## src/rtl/gng_clt.sv

```systemverilog
// gng_clt: CLT Gaussian noise generator over a 3-component Tausworthe source, with a show-ahead output FIFO.
// Optional saturation event counter enabled by defining GNG_CLT_SAT_CNT_EN; otherwise sat_cnt reads 0.
module gng_clt #(
    parameter int DATA_W     = 16,
    parameter int N_SUM      = 4,
    parameter int SHIFT      = 5,
    parameter int FIFO_DEPTH = 4
) (
    input  logic              clk,
    input  logic              rstn,
    input  logic              ce,
    input  logic              seed_ld,
    input  logic [63:0]       INIT_Z1,
    input  logic [63:0]       INIT_Z2,
    input  logic [63:0]       INIT_Z3,
    output logic              seed_err,
    output logic              out_valid,
    input  logic              out_ready,
    output logic [DATA_W-1:0] data_out,
    output logic [15:0]       sat_cnt
);
    localparam int LN = $clog2(N_SUM);
    localparam int CW = (LN > 0) ? LN : 1;
    localparam int AW = 18 + LN;
    localparam int PW = $clog2(FIFO_DEPTH);
    localparam logic [63:0] D1 = 64'h0123_4567_89AB_CDEF;
    localparam logic [63:0] D2 = 64'hFEDC_BA98_7654_3210;
    localparam logic [63:0] D3 = 64'h0F1E_2D3C_4B5A_6978;
    localparam logic [AW:0] MEAN = (AW+1)'(N_SUM * 131070);
    localparam logic signed [63:0] HI = (64'sd1 <<< (DATA_W - 1)) - 64'sd1;
    localparam logic signed [63:0] LO = -HI - 64'sd1;

    function automatic logic [63:0] taus1(input logic [63:0] z);
        return ((z & ~64'h1) << 10) ^ (((z << 24) ^ z) >> 54);
    endfunction
    function automatic logic [63:0] taus2(input logic [63:0] z);
        return ((z & ~64'h1FF) << 5) ^ (((z << 54) ^ z) >> 10);
    endfunction
    function automatic logic [63:0] taus3(input logic [63:0] z);
        return ((z & ~64'hFFF) << 29) ^ (((z << 12) ^ z) >> 52);
    endfunction

    logic [63:0] z1, z2, z3, u;
    logic u_v, res_v;
    logic [AW-1:0] acc, fin;
    logic [CW-1:0] cnt;
    logic [DATA_W-1:0] res, sat_v;
    logic [DATA_W-1:0] mem [FIFO_DEPTH];
    logic [PW:0] wp, rp;
    logic empty, full, pop, push, run, last, b1, b2, b3;
    logic [17:0] ssum;
    logic signed [AW:0] c;
    logic signed [63:0] cx, r;

    // Handshake, stall, centring/scaling/saturation and FIFO head
    always_comb begin
        empty = wp == rp;
        full = (wp[PW] != rp[PW]) && (wp[PW-1:0] == rp[PW-1:0]);
        out_valid = !empty;
        pop = out_valid && out_ready;
        push = res_v && (!full || pop);
        run = ce && !(res_v && full && !pop);
        last = cnt == CW'(N_SUM - 1);
        ssum = 18'(u[15:0]) + 18'(u[31:16]) + 18'(u[47:32]) + 18'(u[63:48]);
        fin = acc + AW'(ssum);
        c = $signed({1'b0, fin}) - $signed(MEAN);
        cx = {{(63 - AW){c[AW]}}, c};
        r = cx >>> SHIFT;
        sat_v = (r > HI) ? HI[DATA_W-1:0] : (r < LO) ? LO[DATA_W-1:0] : r[DATA_W-1:0];
        data_out = empty ? '0 : mem[rp[PW-1:0]];
        b1 = INIT_Z1[63:1] == '0;
        b2 = INIT_Z2[63:9] == '0;
        b3 = INIT_Z3[63:12] == '0;
    end

    // Tausworthe state, uniform word and seed validation
    always_ff @(posedge clk or negedge rstn) begin
        if (!rstn) begin
            z1 <= D1;
            z2 <= D2;
            z3 <= D3;
            u <= '0;
            u_v <= 1'b0;
            seed_err <= 1'b0;
        end else if (seed_ld) begin
            z1 <= b1 ? D1 : INIT_Z1;
            z2 <= b2 ? D2 : INIT_Z2;
            z3 <= b3 ? D3 : INIT_Z3;
            u_v <= 1'b0;
            seed_err <= b1 || b2 || b3;
        end else if (run) begin
            z1 <= taus1(z1);
            z2 <= taus2(z2);
            z3 <= taus3(z3);
            u <= taus1(z1) ^ taus2(z2) ^ taus3(z3);
            u_v <= 1'b1;
        end
    end

    // Accumulate N_SUM slice sums, then latch the saturated sample into res
    always_ff @(posedge clk or negedge rstn) begin
        if (!rstn) begin
            acc <= '0;
            cnt <= '0;
            res <= '0;
            res_v <= 1'b0;
        end else if (seed_ld) begin
            acc <= '0;
            cnt <= '0;
            res_v <= 1'b0;
        end else begin
            if (run && u_v) begin
                acc <= last ? '0 : fin;
                cnt <= last ? '0 : cnt + CW'(1);
                if (last) res <= sat_v;
            end
            res_v <= (run && u_v && last) ? 1'b1 : push ? 1'b0 : res_v;
        end
    end

    // FIFO pointers; one extra bit separates full from empty
    always_ff @(posedge clk or negedge rstn) begin
        if (!rstn) begin
            wp <= '0;
            rp <= '0;
        end else if (seed_ld) begin
            wp <= '0;
            rp <= '0;
        end else begin
            wp <= wp + (PW+1)'(push);
            rp <= rp + (PW+1)'(pop);
        end
    end

    // FIFO storage; contents are only visible while the FIFO is non-empty
    always_ff @(posedge clk) begin
        if (push && !seed_ld) mem[wp[PW-1:0]] <= res;
    end

`ifdef GNG_CLT_SAT_CNT_EN
    logic clip;
    assign clip = (r > HI) || (r < LO);

    // Count clipped samples as they land in res, sticking at all-ones
    always_ff @(posedge clk or negedge rstn) begin
        if (!rstn) sat_cnt <= '0;
        else if (!seed_ld && run && u_v && last && clip && sat_cnt != 16'hFFFF) sat_cnt <= sat_cnt + 16'd1;
    end
`else
    assign sat_cnt = '0;
`endif
endmodule
```

## config.mk

```make
export PLATFORM = sky130hd
export DESIGN_NAME = gng_clt
export DESIGN_NICKNAME = d
export VERILOG_FILES = /design/src/rtl/gng_clt.sv
export SDC_FILE = /design/constraint.sdc
export NUM_CORES = 1
export LEC_CHECK = 0
export ABC_AREA = 1
export CAP_MARGIN = 20
export CORE_MARGIN = 8
export CORE_UTILIZATION = 50
export DETAILED_ROUTE_END_ITERATION = 7
export GPL_ROUTABILITY_DRIVEN = 0
export PLACE_DENSITY = 0.86
export SLEW_MARGIN = 0
export SYNTH_ARGS = -nofsm -noshare
export SYNTH_HDL_FRONTEND = slang
export SYNTH_SLANG_ARGS = --single-unit
```

## constraint.sdc

```tcl
create_clock -name clk -period 4.1 [get_ports clk]
set_clock_uncertainty 0.15 [all_clocks]
set_input_delay 0.82 -clock clk [delete_from_list [all_inputs] [get_ports clk]]
set_output_delay 0.82 -clock clk [all_outputs]
set_load 0.02 [all_outputs]
```

# Word level (Yosys, flattened, before mapping)
# Memories as Yosys holds them, arrays and structs flattened.
# Cells that the tools add are included.
[classes] n_eq_ne=4 n_bitwise=9 muxes=27 div_mod_pow=0 shifts=0 reduce_logical=25 n_lt_le_gt_ge=2 mul=0 add_sub_neg=8
[ops] cell="2-to-1 mux 64 bit" count=9
[ops] cell="XOR 64 bit" count=5
[ops] cell="XOR 64 x 10 -> 64 bit" count=1
[ops] cell="XOR 64 x 12 -> 64 bit" count=1
[ops] cell="XOR 64 x 54 -> 64 bit" count=1
[ops] cell="zero test 63 bit" count=1
[ops] cell="2-to-1 mux 20 bit" count=3
[ops] cell="zero test 55 bit" count=1
[ops] cell="zero test 52 bit" count=1
[ops] cell="2-to-1 mux 16 bit" count=3
[ops] cell="subtractor 20 x 19 -> 21 bit, second input constant" count=1
[ops] cell="adder 20 x 18 -> 20 bit" count=1
[ops] cell="adder 17 x 16 -> 18 bit" count=1
[ops] cell="adder 18 x 16 -> 18 bit" count=1
[ops] cell="adder 16 x 16 -> 17 bit" count=1
[ops] cell="> comparator 16 bit, second input constant" count=1
[ops] cell="< comparator 16 bit, second input constant" count=1
[ops] cell="logical AND 1 bit" count=9
[ops] cell="2-to-1 mux 1 bit" count=7
[ops] cell="adder 3 x 1 -> 3 bit" count=2
[ops] cell="2-to-1 mux 2 bit" count=3
[ops] cell="2-to-1 mux 3 bit" count=2
[ops] cell="zero test 1 bit" count=5
[ops] cell="nonzero test 2 bit" count=2
[ops] cell="10 further kinds" count=12
[totals] in_bits=197 latchBits=0 elab_cells=88 n_memories=1 output_inout_bits=34 ram_bits=64 regBits=303 romBits=0
[mem_list] name="mem" words=4 width=16 rd=1 rd_ports_with_merged_regs=0 wr=1 line_no="48" text="logic [DATA_W-1:0] mem [FIFO_DEPTH];"

# Logic depth before layout (Yosys ltp)
[depth] ltp_word=11 mapped_depth=23 ltp_nobuf=23

# Worst setup path before layout
# Ideal clock, no wire load.
[synth_timing] path_kind="register -> register" startpoint="register u[1]" endpoint="register res[14]" path_stages_with_launch=22 setup_time_ns=0.117 required_time_ns=3.833 n_path_buf=0 synth_period_minus_slack_ns=3.992 slack_ns=0.108 arrival_time_ns=3.725 path_cell_list="dfrtp_1 > inv_1 > fa_1 > fa_1 > fa_1 > inv_1 > ha_1 > fa_1 > nand2_1 > nand2_1 > nand3_1 > nand2_1 > nand2_1 > nand2_1 > nand2_1 > nand2_1 > nor2_1 > nand3_1 > nor2_1 > nand3_1 > nand3_1 > nand2_1"
[synth_between] elab_chain_len=8 word_cells_on_any_way=9 classes_between="add/sub: 5; order compare: 2; mux: 2"
[synth_lines] item="start: declaration" line_no="43" text="logic [63:0] z1, z2, z3, u;"
[synth_lines] item="start signal: assignment" line_no="95" text="u <= taus1(z1) ^ taus2(z2) ^ taus3(z3);"
[synth_lines] item="adder 16 x 16 -> 17 bit *" line_no="64" text="ssum = 18'(u[15:0]) + 18'(u[31:16]) + 18'(u[47:32]) + 18'(u[63:48]);"
[synth_lines] item="adder 17 x 16 -> 18 bit *" line_no="64"
[synth_lines] item="adder 18 x 16 -> 18 bit *" line_no="64"
[synth_lines] item="adder 20 x 18 -> 20 bit *" line_no="65" text="fin = acc + AW'(ssum);"
[synth_lines] item="subtractor 20 x 19 -> 21 bit *" line_no="66" text="c = $signed({1'b0, fin}) - $signed(MEAN);"
[synth_lines] item="< comparator 16 bit" line_no="69" text="sat_v = (r > HI) ? HI[DATA_W-1:0] : (r < LO) ? LO[DATA_W-1:0] : r[DATA_W-1:0];"
[synth_lines] item="2-to-1 mux 16 bit" line_no="69"
[synth_lines] item="2-to-1 mux 16 bit *" line_no="69"
[synth_lines] item="end signal: assignment" line_no="115" text="if (last) res <= sat_v;"
[synth_lines] item="end: declaration" line_no="47" text="logic [DATA_W-1:0] res, sat_v;"
# Mark *: on every way between the ends. The rest lies on a longest branch, timed or not.
# A chain may end at the register's enable or synchronous reset.

# Worst setup path in the final report
[layout_timing] startpoint="register u[15]" endpoint="register res[13]"
# Same word-level chain as after synthesis.

==> results.md <==
* Via count at 17855
* Worst slack, placed at -0.229 ns
* Clock Latency Late Sink at 0.56 ns
* Power Density at 917 nW/µm²
* Unrepaired setup endpoints after global routing: yes
* R2R setup slack at -0.13 ns
* TritonCTS clock tree: done
* H-tree Lvls at 2
* Die Y at 214 µm
* Worst Path Max Fanout at 6
* Final worst slack at -0.133 ns
* I/O Buffers at 201
* Slew Viols, Final at 0
* Row Count at 72
* Synthesized area at 19600 µm²
* Sw Pwr at 0.0107 W
* Fmax at 236 MHz
* WL final at 64.0 mm
* Worst stage delay on the critical path at 0.53 ns
* Vias in the first global route at 17756
* Reg power frac at 20.6%
* Number of remaining DRC errors at 1
* Chip width at 214 µm
* #FFs+latches synth at 349
* Worst Reg-to-Reg Cells at 21
* CP endpoint: res[13]$_DFFE_PN0P_
* Initial drt markers at 2185
* Initial antenna violation count at 3
* Post-DP HPWL at 45.1 mm
* Starting Density at 50.6%
* Max-Cap Viols at 0
* Average size of a mapped cell at 8.50 µm²
* Period utilization at 103%
* Die area at 45700 µm²
* Global-route wire length before repair at 96.2 mm
* Top cell type's share of synthesized area at 25.5%
* Share of layout cells above drive strength 1 at 13.1%
* Post-route minimum period at 4.23 ns
* Critical-path cell with the highest stage delay: fa_1
* Routed vias/inst at 5.83
* Worst-margin pin slew at 1.01 ns
* First-pass iteration count of the detailed router at 8
* Final hold violations at 0
* DP Cell Count at 2985
* Status: complete, but fails checks
* Core area at 38600 µm²
* CTS clock-pin slew for the worst setup and hold paths at 0.06 ns
* Slew headroom at 32.5%
* Main flop type after synthesis: dfrtp_1
* FFs w/ async S/R, synth at 81.7%
* Post-synth EDFFs at 64
* Post-synthesis sequential area ratio at 46.8%
* Setup CP Type: reg2reg
* Largest net degree at the start of global routing at 184
* Final nets at 2787
* Failing checks: design-rule violations, negative setup slack
* Total power at 0.0220 W
* Clock sinks at 349
* Area contributors post-synth: dfrtp_1 25%, dfstp_2 12%, nand2_1 11%
* Crit path DAT at 4.55 ns
* Peak supply drop at 1060 µV
* Cts bufs inserted at 37
* Top Ports at 231
* Synth Instances at 2302
* Design area at 24000 µm²
* Avg WL per Cell at 20.9 µm
* Worst Setup SP: u[15]$_DFFE_PN0P_
* Setup crit start kind: flip-flop
* Endpoint type of the worst setup path: flip-flop
* Switching portion of total power at 48.6%
* Worst hold path class: in2async
* Diodes inserted at 0
* Int Pwr at 0.0113 W
* Area grow syn2layout at 22.5%
* Clock Power Share at 15.3%
* Logic gate share of total power at 64.1%
* Area post-placement at 22300 µm²
* CTS Buffer Depth at 3
* Finish-stage setup viols at 6
* Crit path cell chain: inv_1 > fa_1 > inv_1 > fa_1 > inv_1 > fa_1 > inv_1 > ha_2 > nand2_1 > nor2_2 > and2_1 > nand2_2 > nand3b_1 > nand2_2 > inv_1 > nand2_1 > nor2_2 > nand3_1 > nand2_1 > nand3_1 > nand2_1
* ANT nets after route at 0
* Leak Pwr at 11.1 nW
* Yosys cell types at 47
* Worst r2r src: u[15]$_DFFE_PN0P_
* RR Endpoint: res[13]$_DFFE_PN0P_
* Warnings from Yosys at 0
* Most Frequent Cell on Critical Path: inv_1
* All-Layer GR Usage at 27.2%
* Hold WS at 0.163 ns
* Synth area leader: dfrtp_1
* GRT overflow at 0
* WP data required at 4.42 ns
* Finished Layout Cells at 3061
* Root buffer cell: clkbuf_16
## routing by layer
| metal | part of all wire [%] | vias up | routed length [µm] | global-route usage [%] |
|---|---|---|---|---|
| li1 | - | 7785 | - | - |
| met5 | 0.066 | - | 42 | 0 |
| met1 | 36 | 8481 | 22900 | 32.6 |
| met2 | 46 | 1246 | 29300 | 43.2 |
| met3 | 10 | 337 | 6490 | 6.81 |
| met4 | 8.2 | 6 | 5260 | 18.1 |
## power groups by stage
stage	clock (W)	sequential (W)	combinational [W]
floorplan	0	0.00435	0.00701
global placement	0	0.00451	0.0102
detailed placement	0	0.00453	0.0106
CTS	0.00336	0.00448	0.0115
global route	0.00350	0.00454	0.0153
finish	0.00336	0.00452	0.0141
## synth_stat cells (all sizes together), types with 2 or more instances
| master | count |
|---|---|
| nand2 | 600 |
| inv | 351 |
| dfrtp | 199 |
| o21ai | 174 |
| nor2 | 136 |
| nand3 | 122 |
| xor2 | 108 |
| o211ai | 92 |
| dfstp | 86 |
| edfxtp | 64 |
| buf | 62 |
| fa | 47 |
| clkbuf | 46 |
| a21oi | 40 |
| xnor2 | 38 |
| nor4 | 29 |
| ha | 28 |
| o22ai | 18 |
| o32ai | 16 |
| nand4 | 9 |
| nor3 | 9 |
| o221ai | 8 |
| o21bai | 5 |
| and3 | 3 |
| a21o | 2 |
| and2 | 2 |
| nand3b | 2 |
| nor3b | 2 |
## registers in the layout, indices dropped and copies added, names as in the netlist, 2 cells and up
name	count
res	16
z1	63
z3	47
acc	20
z2	64
cnt	2
u	64
rp	3
wp	3
mem	64
## cells by family after synthesis
logic type | synth area share [%]
other | 0.0192
AO/OA/AOI/OAI | 11.1
buffers and inverters | 9.54
AND/OR/NAND/NOR | 19.4
XOR/XNOR | 6.54
adder cells (fa/ha/maj) | 6.60
flip-flops | 46.8
## how the worst min path moves through the flow
stage	slack [ns]	from	cells past startpoint	to
2_1_floorplan	0.30	z3[40]$_DFFE_PN1P_	2	z3[40]$_DFFE_PN1P_
3_3_place_gp	0.32	z3[40]$_DFFE_PN1P_	2	z3[40]$_DFFE_PN1P_
3_5_place_dp	0.32	z3[40]$_DFFE_PN1P_	2	z3[40]$_DFFE_PN1P_
4_1_cts	0.26	rstn	1	z1[22]$_DFFE_PN0P_
5_1_grt	0.29	rstn	1	z1[22]$_DFFE_PN0P_
6_report	0.16	rstn	1	z1[22]$_DFFE_PN0P_
## worst max-delay path: cells and delay by family (launching register included)
kind | cells | cell delay (ns)
adders and majority gates | 4 | 1.87
buffers and inverters | 5 | 0.33
DFF | 1 | 0.42
and+or+nand+nor | 12 | 1.37
## cell type report
cell class | instances | area, µm²
multi-input combinational | 1509 | 9050
timing repair buffer | 267 | 2580
sequential | 349 | 9160
clock buffer | 55 | 1100
inverter | 351 | 1320
tap | 518 | 648
clock inverter | 12 | 100
fill | 2895 | 14700
## placed cells by master, fill, tap and decap left out, drive strengths merged, types with 2 or more instances in the layout
cell type      instances
a21o                   2
a21oi                 40
and2                   2
and3                   3
buf                   68
clkbuf                55
clkdlybuf4s50        199
clkinv                 9
conb                  16
dfrtp                199
dfstp                 86
edfxtp                64
fa                    47
ha                    28
inv                  353
nand2                600
nand3                122
nand3b                 2
nand4                  9
nor2                 136
nor3                   9
nor3b                  2
nor4                  29
o211ai                92
o21ai                174
o21bai                 5
o221ai                 8
o22ai                 18
o32ai                 16
xnor2                 38
xor2                 108
## what timing repair did
item	in CTS	in global routing
hold endpoints to repair	0	0
gates cloned	0	0
setup endpoints to repair	11	15
pin swaps	9	29
hold buffers	0	0
buffers inserted	2	7
resized for setup	25	91
## per-stage QoR
stage	setup TNS [ns]	utilization, %
after floorplan	0	-
after global placement	-0.496	57.6
after detailed placement	-1.42	57.6
after CTS	0	61.0
after global routing	-2.12	62.0
final	-0.391	62.0
(Power assumes the default switching activity.)
